`src/rtl/axi4s_router_pkg.sv`:
```
`default_nettype none
// ============================================================================
// Module   : axi4s_router_pkg
// Purpose  : Shared types and constants for the AXI4-Stream one-to-many router.
// Revision : 1.0 - initial release
// ============================================================================
package axi4s_router_pkg;

    // Router packet-tracking states
    typedef enum logic [1:0] {
        IDLE_E  = 2'd0,   // waiting for the first beat of a packet
        ROUTE_E = 2'd1,   // forwarding a packet to its locked output
        DROP_E  = 2'd2    // sinking a packet with an invalid destination
    } router_state_t;

    localparam int DROP_CNT_WIDTH_C = 32;

endpackage : axi4s_router_pkg
`default_nettype wire

```
`src/rtl/axi4s_router_out_reg.sv`:
```
`default_nettype none
// ============================================================================
// Module   : axi4s_router_out_reg
// Purpose  : Single registered output stage shared by all router outputs.
//            Holds valid, selected output index and the packed payload.
//            A load while the register pops is a reload (full throughput).
// Revision : 1.0 - initial release
// ============================================================================
module axi4s_router_out_reg #(
    parameter int NR_OF_SLAVES_P  = 4,
    parameter int SEL_WIDTH_P     = 2,
    parameter int PAYLOAD_WIDTH_P = 8
) (
    input  logic                       clk,
    input  logic                       rst_n,
    input  logic                       i_load,
    input  logic [SEL_WIDTH_P-1:0]     i_sel,
    input  logic [PAYLOAD_WIDTH_P-1:0] i_payload,
    input  logic [NR_OF_SLAVES_P-1:0]  i_ready,
    output logic                       o_vld,
    output logic [PAYLOAD_WIDTH_P-1:0] o_payload,
    output logic [NR_OF_SLAVES_P-1:0]  o_tvalid,
    output logic                       o_pop
);

    logic                       r_vld;
    logic [SEL_WIDTH_P-1:0]     r_sel;
    logic [PAYLOAD_WIDTH_P-1:0] r_payload;

    // Decode the selected output; only one valid bit can ever be high
    for (genvar i = 0; i < NR_OF_SLAVES_P; i++) begin : g_vld
        assign o_tvalid[i] = r_vld && (r_sel == SEL_WIDTH_P'(i));
    end

    assign o_pop     = |(o_tvalid & i_ready);
    assign o_vld     = r_vld;
    assign o_payload = r_payload;

    // Load on accept, clear on pop; payload otherwise held stable
    always_ff @(posedge clk or negedge rst_n) begin
        if (!rst_n) begin
            r_vld     <= 1'b0;
            r_sel     <= '0;
            r_payload <= '0;
        end else if (i_load) begin
            r_vld     <= 1'b1;
            r_sel     <= i_sel;
            r_payload <= i_payload;
        end else if (o_pop) begin
            r_vld     <= 1'b0;
        end
    end

endmodule : axi4s_router_out_reg
`default_nettype wire

```
`src/rtl/axi4s_s2m_router.sv`:
```
`default_nettype none
// ============================================================================
// Module   : axi4s_s2m_router
// Purpose  : One-to-many AXI4-Stream packet router. The first beat's tdest
//            selects the output, which stays locked until tlast. Packets with
//            an out-of-range tdest are sunk.
// Options  : AXI4S_ROUTER_DROP_CNT_EN - adds o_drop_cnt, a saturating count
//            of dropped packets.
// Revision : 1.0 - initial release
// ============================================================================
module axi4s_s2m_router
    import axi4s_router_pkg::*;
#(
    parameter int NR_OF_SLAVES_P   = 4,
    parameter int AXI_DATA_WIDTH_P = 32,
    parameter int AXI_STRB_WIDTH_P = 4,
    parameter int AXI_KEEP_WIDTH_P = 4,
    parameter int AXI_ID_WIDTH_P   = 2,
    parameter int AXI_DEST_WIDTH_P = 2,
    parameter int AXI_USER_WIDTH_P = 1
) (
    input  logic                                               clk,
    input  logic                                               rst_n,
    input  logic                                               i_mst_tvalid,
    output logic                                               o_mst_tready,
    input  logic [AXI_DATA_WIDTH_P-1:0]                        i_mst_tdata,
    input  logic [AXI_STRB_WIDTH_P-1:0]                        i_mst_tstrb,
    input  logic [AXI_KEEP_WIDTH_P-1:0]                        i_mst_tkeep,
    input  logic                                               i_mst_tlast,
    input  logic [AXI_ID_WIDTH_P-1:0]                          i_mst_tid,
    input  logic [AXI_DEST_WIDTH_P-1:0]                        i_mst_tdest,
    input  logic [AXI_USER_WIDTH_P-1:0]                        i_mst_tuser,
    output logic [NR_OF_SLAVES_P-1:0]                          o_slv_tvalid,
    input  logic [NR_OF_SLAVES_P-1:0]                          i_slv_tready,
    output logic [NR_OF_SLAVES_P-1:0][AXI_DATA_WIDTH_P-1:0]    o_slv_tdata,
    output logic [NR_OF_SLAVES_P-1:0][AXI_STRB_WIDTH_P-1:0]    o_slv_tstrb,
    output logic [NR_OF_SLAVES_P-1:0][AXI_KEEP_WIDTH_P-1:0]    o_slv_tkeep,
    output logic [NR_OF_SLAVES_P-1:0]                          o_slv_tlast,
    output logic [NR_OF_SLAVES_P-1:0][AXI_ID_WIDTH_P-1:0]      o_slv_tid,
    output logic [NR_OF_SLAVES_P-1:0][AXI_DEST_WIDTH_P-1:0]    o_slv_tdest,
    output logic [NR_OF_SLAVES_P-1:0][AXI_USER_WIDTH_P-1:0]    o_slv_tuser
`ifdef AXI4S_ROUTER_DROP_CNT_EN
    ,
    output logic [DROP_CNT_WIDTH_C-1:0]                        o_drop_cnt
`endif
);

    localparam int SEL_W_C = $clog2(NR_OF_SLAVES_P);
    localparam int PAY_W_C = AXI_DATA_WIDTH_P + AXI_STRB_WIDTH_P + AXI_KEEP_WIDTH_P + 1
                           + AXI_ID_WIDTH_P + AXI_DEST_WIDTH_P + AXI_USER_WIDTH_P;

    router_state_t               r_state;
    logic [SEL_W_C-1:0]          r_lock_dest;

    logic                        w_accept;
    logic                        w_dest_ok;
    logic                        w_load;
    logic                        w_drop_first;
    logic [SEL_W_C-1:0]          w_dest_sel;
    logic [SEL_W_C-1:0]          w_sel;
    logic                        w_out_vld;
    logic                        w_pop;
    logic [PAY_W_C-1:0]          w_in_payload;
    logic [PAY_W_C-1:0]          w_out_payload;

    logic [AXI_DATA_WIDTH_P-1:0] w_tdata;
    logic [AXI_STRB_WIDTH_P-1:0] w_tstrb;
    logic [AXI_KEEP_WIDTH_P-1:0] w_tkeep;
    logic                        w_tlast;
    logic [AXI_ID_WIDTH_P-1:0]   w_tid;
    logic [AXI_DEST_WIDTH_P-1:0] w_tdest;
    logic [AXI_USER_WIDTH_P-1:0] w_tuser;

    // Sinking never stalls; otherwise accept only when the register frees up
    assign o_mst_tready = (r_state == DROP_E) || !w_out_vld || w_pop;
    assign w_accept     = i_mst_tvalid && o_mst_tready;

    // Zero-extended compare so NR_OF_SLAVES_P == 2**AXI_DEST_WIDTH_P works
    assign w_dest_ok    = (32'(i_mst_tdest) < 32'(NR_OF_SLAVES_P));
    assign w_dest_sel   = i_mst_tdest[SEL_W_C-1:0];

    // Mid-packet beats ignore their own tdest and follow the locked output
    assign w_sel        = (r_state == ROUTE_E) ? r_lock_dest : w_dest_sel;
    assign w_load       = w_accept && (((r_state == IDLE_E) && w_dest_ok) || (r_state == ROUTE_E));
    assign w_drop_first = w_accept && (r_state == IDLE_E) && !w_dest_ok;

    assign w_in_payload = {i_mst_tdata, i_mst_tstrb, i_mst_tkeep, i_mst_tlast,
                           i_mst_tid, i_mst_tdest, i_mst_tuser};

    axi4s_router_out_reg #(
        .NR_OF_SLAVES_P  (NR_OF_SLAVES_P),
        .SEL_WIDTH_P     (SEL_W_C),
        .PAYLOAD_WIDTH_P (PAY_W_C)
    ) u_out_reg (
        .clk       (clk),
        .rst_n     (rst_n),
        .i_load    (w_load),
        .i_sel     (w_sel),
        .i_payload (w_in_payload),
        .i_ready   (i_slv_tready),
        .o_vld     (w_out_vld),
        .o_payload (w_out_payload),
        .o_tvalid  (o_slv_tvalid),
        .o_pop     (w_pop)
    );

    assign {w_tdata, w_tstrb, w_tkeep, w_tlast, w_tid, w_tdest, w_tuser} = w_out_payload;

    // Every output carries the same registered payload; tvalid picks the owner
    for (genvar i = 0; i < NR_OF_SLAVES_P; i++) begin : g_out
        assign o_slv_tdata[i] = w_tdata;
        assign o_slv_tstrb[i] = w_tstrb;
        assign o_slv_tkeep[i] = w_tkeep;
        assign o_slv_tlast[i] = w_tlast;
        assign o_slv_tid[i]   = w_tid;
        assign o_slv_tdest[i] = w_tdest;
        assign o_slv_tuser[i] = w_tuser;
    end

    // Packet framing FSM with destination lock
    always_ff @(posedge clk or negedge rst_n) begin
        if (!rst_n) begin
            r_state     <= IDLE_E;
            r_lock_dest <= '0;
        end else if (w_accept) begin
            case (r_state)
                IDLE_E: begin
                    if (w_dest_ok) begin
                        r_lock_dest <= w_dest_sel;
                        if (!i_mst_tlast) r_state <= ROUTE_E;
                    end else if (!i_mst_tlast) begin
                        r_state <= DROP_E;
                    end
                end
                ROUTE_E, DROP_E: begin
                    if (i_mst_tlast) r_state <= IDLE_E;
                end
                default: r_state <= IDLE_E;
            endcase
        end
    end

`ifdef AXI4S_ROUTER_DROP_CNT_EN
    logic [DROP_CNT_WIDTH_C-1:0] r_drop_cnt;

    // Saturating count of packets sunk for an out-of-range tdest
    always_ff @(posedge clk or negedge rst_n) begin
        if (!rst_n) begin
            r_drop_cnt <= '0;
        end else if (w_drop_first && (r_drop_cnt != '1)) begin
            r_drop_cnt <= r_drop_cnt + 1'b1;
        end
    end

    assign o_drop_cnt = r_drop_cnt;
`else
    logic w_unused_drop;
    assign w_unused_drop = w_drop_first;
`endif

endmodule : axi4s_s2m_router
`default_nettype wire

```
`config.mk`:
```
export PLATFORM = sky130hd
export DESIGN_NAME = axi4s_s2m_router
export DESIGN_NICKNAME = d
export VERILOG_FILES = /design/src/rtl/axi4s_router_pkg.sv /design/src/rtl/axi4s_router_out_reg.sv /design/src/rtl/axi4s_s2m_router.sv
export SDC_FILE = /design/constraint.sdc
export NUM_CORES = 1
export LEC_CHECK = 0
export CAP_MARGIN = 10
export CORE_ASPECT_RATIO = 0.5
export CORE_MARGIN = 2
export CORE_UTILIZATION = 30
export CTS_CLUSTER_SIZE = 8
export DETAILED_ROUTE_END_ITERATION = 12
export PLACE_DENSITY_LB_ADDON = 0.12
export SYNTH_ARGS = -nofsm -noshare
export SYNTH_HDL_FRONTEND = slang
export SYNTH_HIERARCHICAL = 1
export SYNTH_SLANG_ARGS = --single-unit
```
`constraint.sdc`:
```
create_clock -name clk -period 2.1 [get_ports clk]
set_clock_uncertainty 0.15 [all_clocks]
set_input_delay 0.63 -clock clk [delete_from_list [all_inputs] [get_ports clk]]
set_output_delay 0.63 -clock clk [all_outputs]
set_load 0.01 [all_outputs]
```
==> flow_summary_export.csv, run 1 <==
group,metric,value,unit
outcome,outcome,"finished with violations",
outcome,violations,"setup timing",
clock_tree,cts_max_level,2,
final_layout,layout_commonest_cell,"clkdlybuf4s50_1",
routing,avgViaCountPerCell,3.95,
sta,max_freq,416,MHz
clock_tree,tritoncts,"built",
yosys,synth-xor-area-share,0,
clock_tree,clkLatencyLatePin,290,ps
yosys,async_reset_ff_frac,1.00,
yosys,netlist_area,3080,um^2
sta,rsz0062_at_grt,"yes",
yosys,synthAdderAreaFrac,0,
final_layout,mostFrequentLayoutCells,"clkdlybuf4s50_1 (201), dfrtp_1 (51), mux2_2 (44)",
yosys,synth.distinct_cells,18,
place,io_buffer_count,241,
sta,worst_pin_slew,293,ps
routing,antenna_left,0,
floorplanning,core_area,10100,um^2
sta,timing.final.crit_share,1.15,
place,dp_hpwl,5.25,mm
yosys,synth_seq_area_share,0.423,
floorplanning,die_area,11100,um^2
setup_path,startpoint,"i_slv_tready[3]",
place,place_congestion,0.667,
routing,routed-via-count,2100,
setup_path,required,1320,ps
power_and_ir_drop,power_density,1780,nW/um^2
sta,hold_violations,0,
routing,first_pass_iters,2,
sta,maxSlewViolCount,0,
floorplanning,row_count,26,
yosys,synth.area.mux_share,0.200,
setup_path,ff2ff_path_depth,8,
power_and_ir_drop,total_leakage_power,2.37,nW
yosys,yosysWarnings,6,
final_layout,fillers,884,
yosys,synth_top_family_by_area,"buffers and inverters",
yosys,yosys.area.top_type_share,0.423,
setup_path,cp-end-kind,"output port",
final_layout,drive_gt1_frac,0.261,
hold_path,hp-class,"in2async",
floorplanning,dieWidth,147,um
yosys,ys.flop_type,"dfrtp_1",
routing,totalWireLength,7.51,mm
global_routing,antenna_found_initial,0,
setup_path,cp_max_fo,2,
floorplanning,io_pins,242,
clock_tree,cts_buffer_depth,2,
final_layout,final_cell_area,5160,um^2
clock_tree,cts_root_buf,"clkbuf_16",
yosys,synth_area_leaders,"dfrtp_1 (42%), buf_4 (34%), mux2_2 (18%)",
setup_path,cp-start-kind,"input port",
yosys,postSynthAreaPerCell,11.8,um^2
final_layout,syn2layout_area_growth,67.7,%
yosys,synth_seq_cells,52,
setup_path,arrival,1630,ps
clock_tree,cts.reportedPaths.clkPinSlew,70,ps
setup_path,reg2reg_from,"u_out_reg/r_sel[0]$_DFFE_PN0P_",
clock_tree,cts_buffers,5,
floorplanning,die_height,75.6,um
global_routing,grt_pass1_wl,10.6,mm
power_and_ir_drop,ir_drop,0.776,mV
yosys,synth_compound_area_frac,0.00569,
final_layout,antenna_cells,0,
yosys,yosys.area_share.simple,0.0244,
global_routing,grt.total_usage,0.122,
sta,fin_hold_ws,170,ps
job,maxCapViolCount,0,
yosys,netlist_instances,261,
yosys,synth-edff-count,0,
routing,drt_iter0_drc,35,
final_layout,multi_input_area,738,um^2
routing,wl_per_cell,14.1,um
final_layout,regArea,1300,um^2
place,dp_worst_setup_slack,-979,ps
place,placed_area,4710,um^2
routing,drcViolationCount,0,
yosys,synth_top_cell_by_area,"dfrtp_1",
global_routing,grt_max_degree,53,
clock_tree,cts.sinks,52,
clock_tree,postCtsHoldBufs,0,
global_routing,overflow,0,
floorplanning,floorplan.initialDensity,0.305,
global_routing,grt_pass1_vias,1965,
setup_path,crit_type,"in2out",
sta,finalCriticalPeriod,2410,ps
sta,setup_slack,-307,ps
yosys,syn-num-nets,314,
final_layout,fin_nets,443,
sta,slew_headroom,0.804,
sta,setup_violations,52,
-- Yosys cell counts (2+ instances only) --
library cell and count:
mux2_4 2, a21oi_1 2, mux2_2 50, buf_2 3
buf_4 140, dfrtp_1 52
-- kinds of logic (layout without fill, tap and decap cells) --
kind of cell / count (synthesis) / in the layout
and+or+nand+nor: 9 / 9
muxes: 53 / 53
buffers and inverters: 144 / 274
AOI/OAI and AO/OA: 3 / 3
DFF: 52 / 52
-- path summary, 6_finish.rpt --
kind | to | slack, ps
setup / recovery | o_mst_tready | -310
hold / removal | u_out_reg/o_payload[34]$_DFFE_PN0P_ | 170
setup reg to reg | u_out_reg/o_payload[20]$_DFFE_PN0P_ | -250
hold reg to reg | r_lock_dest[1]$_DFFE_PN0P_ | 360
max in group asynchronous | u_out_reg/o_payload[17]$_DFFE_PN0P_ | 1380
min in group clk | r_lock_dest[1]$_DFFE_PN0P_ | 360
-- layout make-up --
cell class	count	area share
Clock buffer	6	0.0269
Clock inverter	2	0.00291
Inverter	1	0.000727
Multi-Input combinational cell	65	0.143
Sequential cell	52	0.252
Tap cell	140	0.0339
Timing Repair Buffer	265	0.540
-- worst max-delay path: stages --
cell	delay [ps]
buf_2	90
mux4_2	480
and2_4	150
nand2b_4	150
buf_6	120
-- stage by stage --
step	power [mW]	instances	setup TNS (ps)	utilization
global placement	8.01	507	-37580	0.467
CTS	9.34	524	-12940	0.503
detailed placement	8.07	507	-38300	0.467
finish	9.19	531	-8720	0.512
global route	9.74	531	-12740	0.512
floorplan	5.81	261	-8110	-
-- metal layers --
| metal | vias up | wire (um) | track usage |
|---|---|---|---|
| met3 | 2 | 542 | 0.0359 |
| li1 | 966 | - | - |
| met5 | - | 0 | 0 |
| met2 | 108 | 3800 | 0.211 |
| met4 | 0 | 23 | 0.0256 |
| met1 | 1024 | 3150 | 0.157 |
-- registers in the layout (all words and copies together), names as in the netlist --
| signal | cells |
|---|---|
| u_out_reg/r_sel | 2 |
| r_lock_dest | 2 |
| u_out_reg/o_vld | 1 |
| r_state | 1 |
| u_out_reg/o_payload | 46 |
-- power breakdown --
| group | leakage, nW | switching [mW] | internal [mW] | total, mW |
|---|---|---|---|---|
| registers | 0.607 | 0.594 | 1.52 | 2.12 |
| logic | 1.69 | 2.17 | 4.07 | 6.24 |
| clock network | 0.0691 | 0.363 | 0.474 | 0.837 |
-- repair_timing --
action | in CTS | in global routing
resized for setup | 34 | 48
pin swaps | 1 | 3
buffers inserted | 3 | 11
setup endpoints to repair | 57 | 109
hold endpoints to repair | 0 | 0
cloned | 6 | 0
Note: power is estimated with default switching activity, not from simulation.
==> run 2: changes to the inputs <==
==> constraint.sdc (replaced) <==
create_clock -name clk -period 1.9 [get_ports clk]
set_clock_uncertainty 0.15 [all_clocks]
set_input_delay 0.57 -clock clk [delete_from_list [all_inputs] [get_ports clk]]
set_output_delay 0.57 -clock clk [all_outputs]
set_load 0.01 [all_outputs]
==> flow_summary_export.csv, run 2 (synthesized netlist as in run 1, its figures left out) <==
group,metric,value,unit
place,dp_hpwl,5.34,mm
floorplanning,floorplan.initialDensity,0.305,
setup_path,cp-end-kind,"output port",
sta,max_freq,426,MHz
final_layout,mostFrequentLayoutCells,"dlygate4sd2_1 (183), dfrtp_1 (52), mux2_2 (50)",
final_layout,largest_reg_flops,46,
floorplanning,die_area,11100,um^2
sta,setup_violations,57,
final_layout,regArea,1300,um^2
routing,totalWireLength,7.03,mm
global_routing,grt_max_degree,38,
routing,first_pass_iters,3,
sta,setup_slack,-449,ps
place,placed_area,4740,um^2
global_routing,antenna_found_initial,0,
final_layout,fillers,997,
sta,slew_headroom,0.742,
routing,top_layer,"met4",
clock_tree,cts.reportedPaths.clkPinSlew,70,ps
setup_path,crit_type,"reg2out",
sta,hold_violations,0,
final_layout,antenna_cells,0,
clock_tree,cts_max_level,2,
final_layout,drive_gt1_frac,0.264,
clock_tree,tritoncts,"built",
floorplanning,die_height,75.6,um
job,maxCapViolCount,0,
routing,avgViaCountPerCell,3.91,
routing,wl_met2,3.63,mm
power_and_ir_drop,p_total,8.84,mW
final_layout,final_cell_area,4880,um^2
floorplanning,core_area,10100,um^2
routing,wl_per_cell,13.1,um
final_layout,layout_commonest_cell,"dlygate4sd2_1",
final_layout,final_util,0.484,
global_routing,overflow,0,
clock_tree,cts_buffer_depth,2,
floorplanning,io_pins,242,
setup_path,cp_max_fo,2,
routing,antenna_left,0,
floorplanning,row_count,26,
sta,maxSlewViolCount,0,
final_layout,fin_nets,449,
floorplanning,dieWidth,147,um
sta,rsz0062_at_grt,"yes",
clock_tree,cts_buffers,5,
setup_path,arrival,1630,ps
sta,tns,-18930,ps
clock_tree,postCtsHoldBufs,0,
sta,finalCriticalPeriod,2350,ps
hold_path,hp-class,"in2async",
outcome,outcome,"finished with violations",
outcome,violations,"setup timing",
power_and_ir_drop,ir_drop,0.653,mV
clock_tree,cts_root_buf,"clkbuf_16",
power_and_ir_drop,power_density,1810,nW/um^2
final_layout,syn2layout_area_growth,58.6,%
clock_tree,clkLatencyLatePin,290,ps
setup_path,required,1180,ps
place,place_congestion,0.681,
final_layout,multi_input_area,732,um^2
sta,worst_pin_slew,386,ps
global_routing,grt.total_usage,0.116,
routing,routed-via-count,2100,
global_routing,grt_pass1_vias,1963,
clock_tree,cts.sinks,52,
routing,drt_iter0_drc,52,
global_routing,grt_pass1_wl,10.1,mm
routing,drcViolationCount,0,
routing,met1_length,2.77,mm
setup_path,cp-start-kind,"register",
power_and_ir_drop,total_leakage_power,2.36,nW
place,io_buffer_count,241,
sta,timing.final.crit_share,1.24,
routing,wl_met3,562,um
==> run 2: critical path, cell delays in order, from the launching register on <==
cell      delay, ps
dfrtp_1         390
mux4_2          540
and2_4          150
nand2b_4        140
buf_6           120
==> run 2: cell type report <==
| cell class | instances | area share |
|---|---|---|
| clock inverter | 2 | 0.00794 |
| tap | 140 | 0.0359 |
| clock buffer | 6 | 0.0284 |
| timing repair buffer | 271 | 0.511 |
| inverter | 1 | 0.000769 |
| multi-input combinational | 65 | 0.150 |
| sequential | 52 | 0.267 |
==> run 2: worst paths after layout <==
path	start	to	slack [ps]	cells past startpoint
max in group asynchronous	rst_n	u_out_reg/o_payload[11]$_DFFE_PN0P_	1020	2
setup / recovery	u_out_reg/r_sel[0]$_DFFE_PN0P_	o_mst_tready	-450	4
hold / removal	rst_n	u_out_reg/o_payload[33]$_DFFE_PN0P_	40	1
min in group clk	r_lock_dest[0]$_DFFE_PN0P_	r_lock_dest[0]$_DFFE_PN0P_	360	1
setup reg to reg	u_out_reg/r_sel[0]$_DFFE_PN0P_	u_out_reg/o_payload[11]$_DFFE_PN0P_	-390	7
hold reg to reg	r_lock_dest[0]$_DFFE_PN0P_	r_lock_dest[0]$_DFFE_PN0P_	360	1
==> run 2: timing repair <==
action                     in CTS  in global routing
gates resized for setup       221                  5
hold endpoints to repair        0                  0
setup buffers                  13                  3
gates cloned                    2                  0
pin swaps                       1                  1
setup endpoints to repair     241                 59
==> run 2: per-stage QoR <==
step | std cells | hold WS, ps | worst slack (ps)
after global routing | 537 | 53.4 | -520
after global placement | 511 | 338 | -1050
after detailed placement | 511 | 340 | -1060
after floorplan | 261 | 124 | -378
final | 537 | 39.2 | -449
after CTS | 534 | 43.8 | -487
==> run 2: report_power, final <==
group	switching (mW)	total, mW	leakage [nW]	internal, mW
Sequential	0.546	2.23	0.608	1.68
Clock	0.406	1.07	0.0871	0.660
Combinational	2.39	5.55	1.66	3.16
==> run 2: routing by layer <==
metal | vias up | GRT usage
met5 | - | 0
met4 | 0 | 0.0321
met3 | 6 | 0.0395
met2 | 103 | 0.212
met1 | 1009 | 0.133
li1 | 982 | -
==> run 3: changes to the inputs <==
--- a/config.mk
+++ b/config.mk
@@ -7,7 +7,7 @@
 export LEC_CHECK = 0
 export CAP_MARGIN = 10
 export CORE_ASPECT_RATIO = 0.5
-export CORE_MARGIN = 2
+export CORE_MARGIN = 4
 export CORE_UTILIZATION = 30
 export CTS_CLUSTER_SIZE = 8
 export DETAILED_ROUTE_END_ITERATION = 12
==> flow_summary_export.csv, run 3 (synthesized netlist as in run 1, its figures left out) <==
group,metric,value,unit
setup_path,cp-start-kind,"input port",
routing,antenna_left,0,
global_routing,grt_pass1_vias,2303,
sta,fin_hold_ws,32.4,ps
place,dp_hpwl,5.95,mm
routing,wl_per_cell,14.7,um
setup_path,cp_max_fo,2,
power_and_ir_drop,total_leakage_power,2.30,nW
floorplanning,row_count,25,
hold_path,hp-class,"in2async",
floorplanning,dieWidth,151,um
routing,totalWireLength,7.70,mm
sta,timing.final.crit_share,1.23,
clock_tree,tritoncts,"built",
setup_path,crit_type,"in2out",
clock_tree,cts_buffers,5,
power_and_ir_drop,ir_drop,0.803,mV
final_layout,fin_nets,441,
final_layout,syn2layout_area_growth,55.1,%
final_layout,antenna_cells,0,
clock_tree,cts_root_buf,"clkbuf_16",
final_layout,layout_commonest_cell,"dlygate4sd2_1",
routing,drt_iter0_drc,58,
final_layout,drive_gt1_frac,0.247,
floorplanning,core_area,9730,um^2
job,maxCapViolCount,0,
clock_tree,clkLatencyLatePin,290,ps
routing,routed-via-count,2091,
setup_path,cp-end-kind,"output port",
floorplanning,die_height,79.6,um
sta,setup_slack,-445,ps
outcome,outcome,"finished with violations",
floorplanning,io_pins,242,
sta,worst_pin_slew,372,ps
global_routing,antenna_found_initial,0,
routing,first_pass_iters,4,
power_and_ir_drop,power_density,1790,nW/um^2
sta,setup_violations,57,
outcome,violations,"setup timing",
place,io_buffer_count,241,
setup_path,arrival,1620,ps
setup_path,rrSetupSlack,-400,ps
routing,drcViolationCount,0,
place,place_congestion,0.691,
clock_tree,cts.reportedPaths.clkPinSlew,70,ps
global_routing,busiest_layer,"met2",
global_routing,grtUsageMet2,0.236,
setup_path,required,1180,ps
setup_path,r2r_end,"u_out_reg/o_payload[17]$_DFFE_PN0P_",
sta,maxSlewViolCount,0,
floorplanning,die_area,12000,um^2
final_layout,mostFrequentLayoutCells,"dlygate4sd2_1 (184), dfrtp_1 (52), mux2_2 (50)",
setup_path,reg2reg_from,"u_out_reg/r_sel[0]$_DFFE_PN0P_",
final_layout,final_util,0.491,
sta,max_freq,427,MHz
clock_tree,cts_max_level,2,
global_routing,grt_pass1_wl,12.0,mm
setup_path,ff2ff_path_depth,7,
global_routing,grt_use_met3,0.0482,
clock_tree,cts_buffer_depth,2,
floorplanning,floorplan.initialDensity,0.317,
global_routing,grt.total_usage,0.126,
clock_tree,cts.sinks,52,
global_routing,overflow,0,
final_layout,largest_reg_flops,46,
sta,hold_violations,0,
clock_tree,postCtsHoldBufs,0,
sta,tns,-19020,ps
sta,rsz0062_at_grt,"yes",
global_routing,use_met1,0.132,
sta,finalCriticalPeriod,2340,ps
place,dp_worst_setup_slack,-1060,ps
routing,avgViaCountPerCell,4.00,
global_routing,grt_max_degree,39,
sta,slew_headroom,0.752,
==> run 3: report_power, final <==
| part | total, mW | internal, mW | switching [mW] |
|---|---|---|---|
| Sequential | 2.23 | 1.68 | 0.549 |
| Clock | 0.872 | 0.479 | 0.393 |
| Combinational | 5.46 | 3.04 | 2.42 |
==> run 3: cell type report <==
class,instances,area (um^2)
clock buffers,5,125
clock inverters,2,12.5
fillers,953,4950
inverters,1,3.75
multi-input cells,65,729
flip-flops and latches,52,1300
well taps,135,169
repair buffers,263,2440
==> run 3: stage by stage <==
step | area, um^2 | total power, mW | instances
2_1_floorplan | 3090 | 6.42 | 261
3_3_place_gp | 4720 | 8.95 | 505
3_5_place_dp | 4720 | 9.02 | 505
4_1_cts | 4710 | 8.63 | 520
5_1_grt | 4780 | 9.22 | 523
6_report | 4780 | 8.56 | 523
==> run 3: worst max-delay path: stages <==
cell	delay (ps)
clkdlybuf4s15_1	160
mux4_2	480
and2_1	150
nand2b_4	140
buf_6	120
==> run 3: what timing repair did <==
action,4_1_cts,5_1_grt
buffers inserted,7,1
endpoints found under the setup margin,241,57
resized for setup,218,4
cloned,1,2
pin swaps,2,1
==> run 3: worst max-delay path by stage <==
| stage | start | end | slack, ps | depth (start not counted) |
|---|---|---|---|---|
| after floorplan | i_slv_tready[3] | u_out_reg/o_payload[26]$_DFFE_PN0P_ | -380 | 7 |
| after global placement | i_slv_tready[3] | o_mst_tready | -1060 | 5 |
| after detailed placement | i_slv_tready[3] | o_mst_tready | -1060 | 5 |
| after CTS | u_out_reg/r_sel[0]$_DFFE_PN0P_ | o_mst_tready | -480 | 4 |
| after global routing | u_out_reg/r_sel[0]$_DFFE_PN0P_ | o_mst_tready | -510 | 4 |
| final | i_slv_tready[3] | o_mst_tready | -440 | 5 |
==> run 3: routing by layer <==
layer,share of wire,up-vias
li1,-,975
met1,0.36,993
met2,0.53,116
met3,0.098,7
met4,0.011,0
met5,0,-
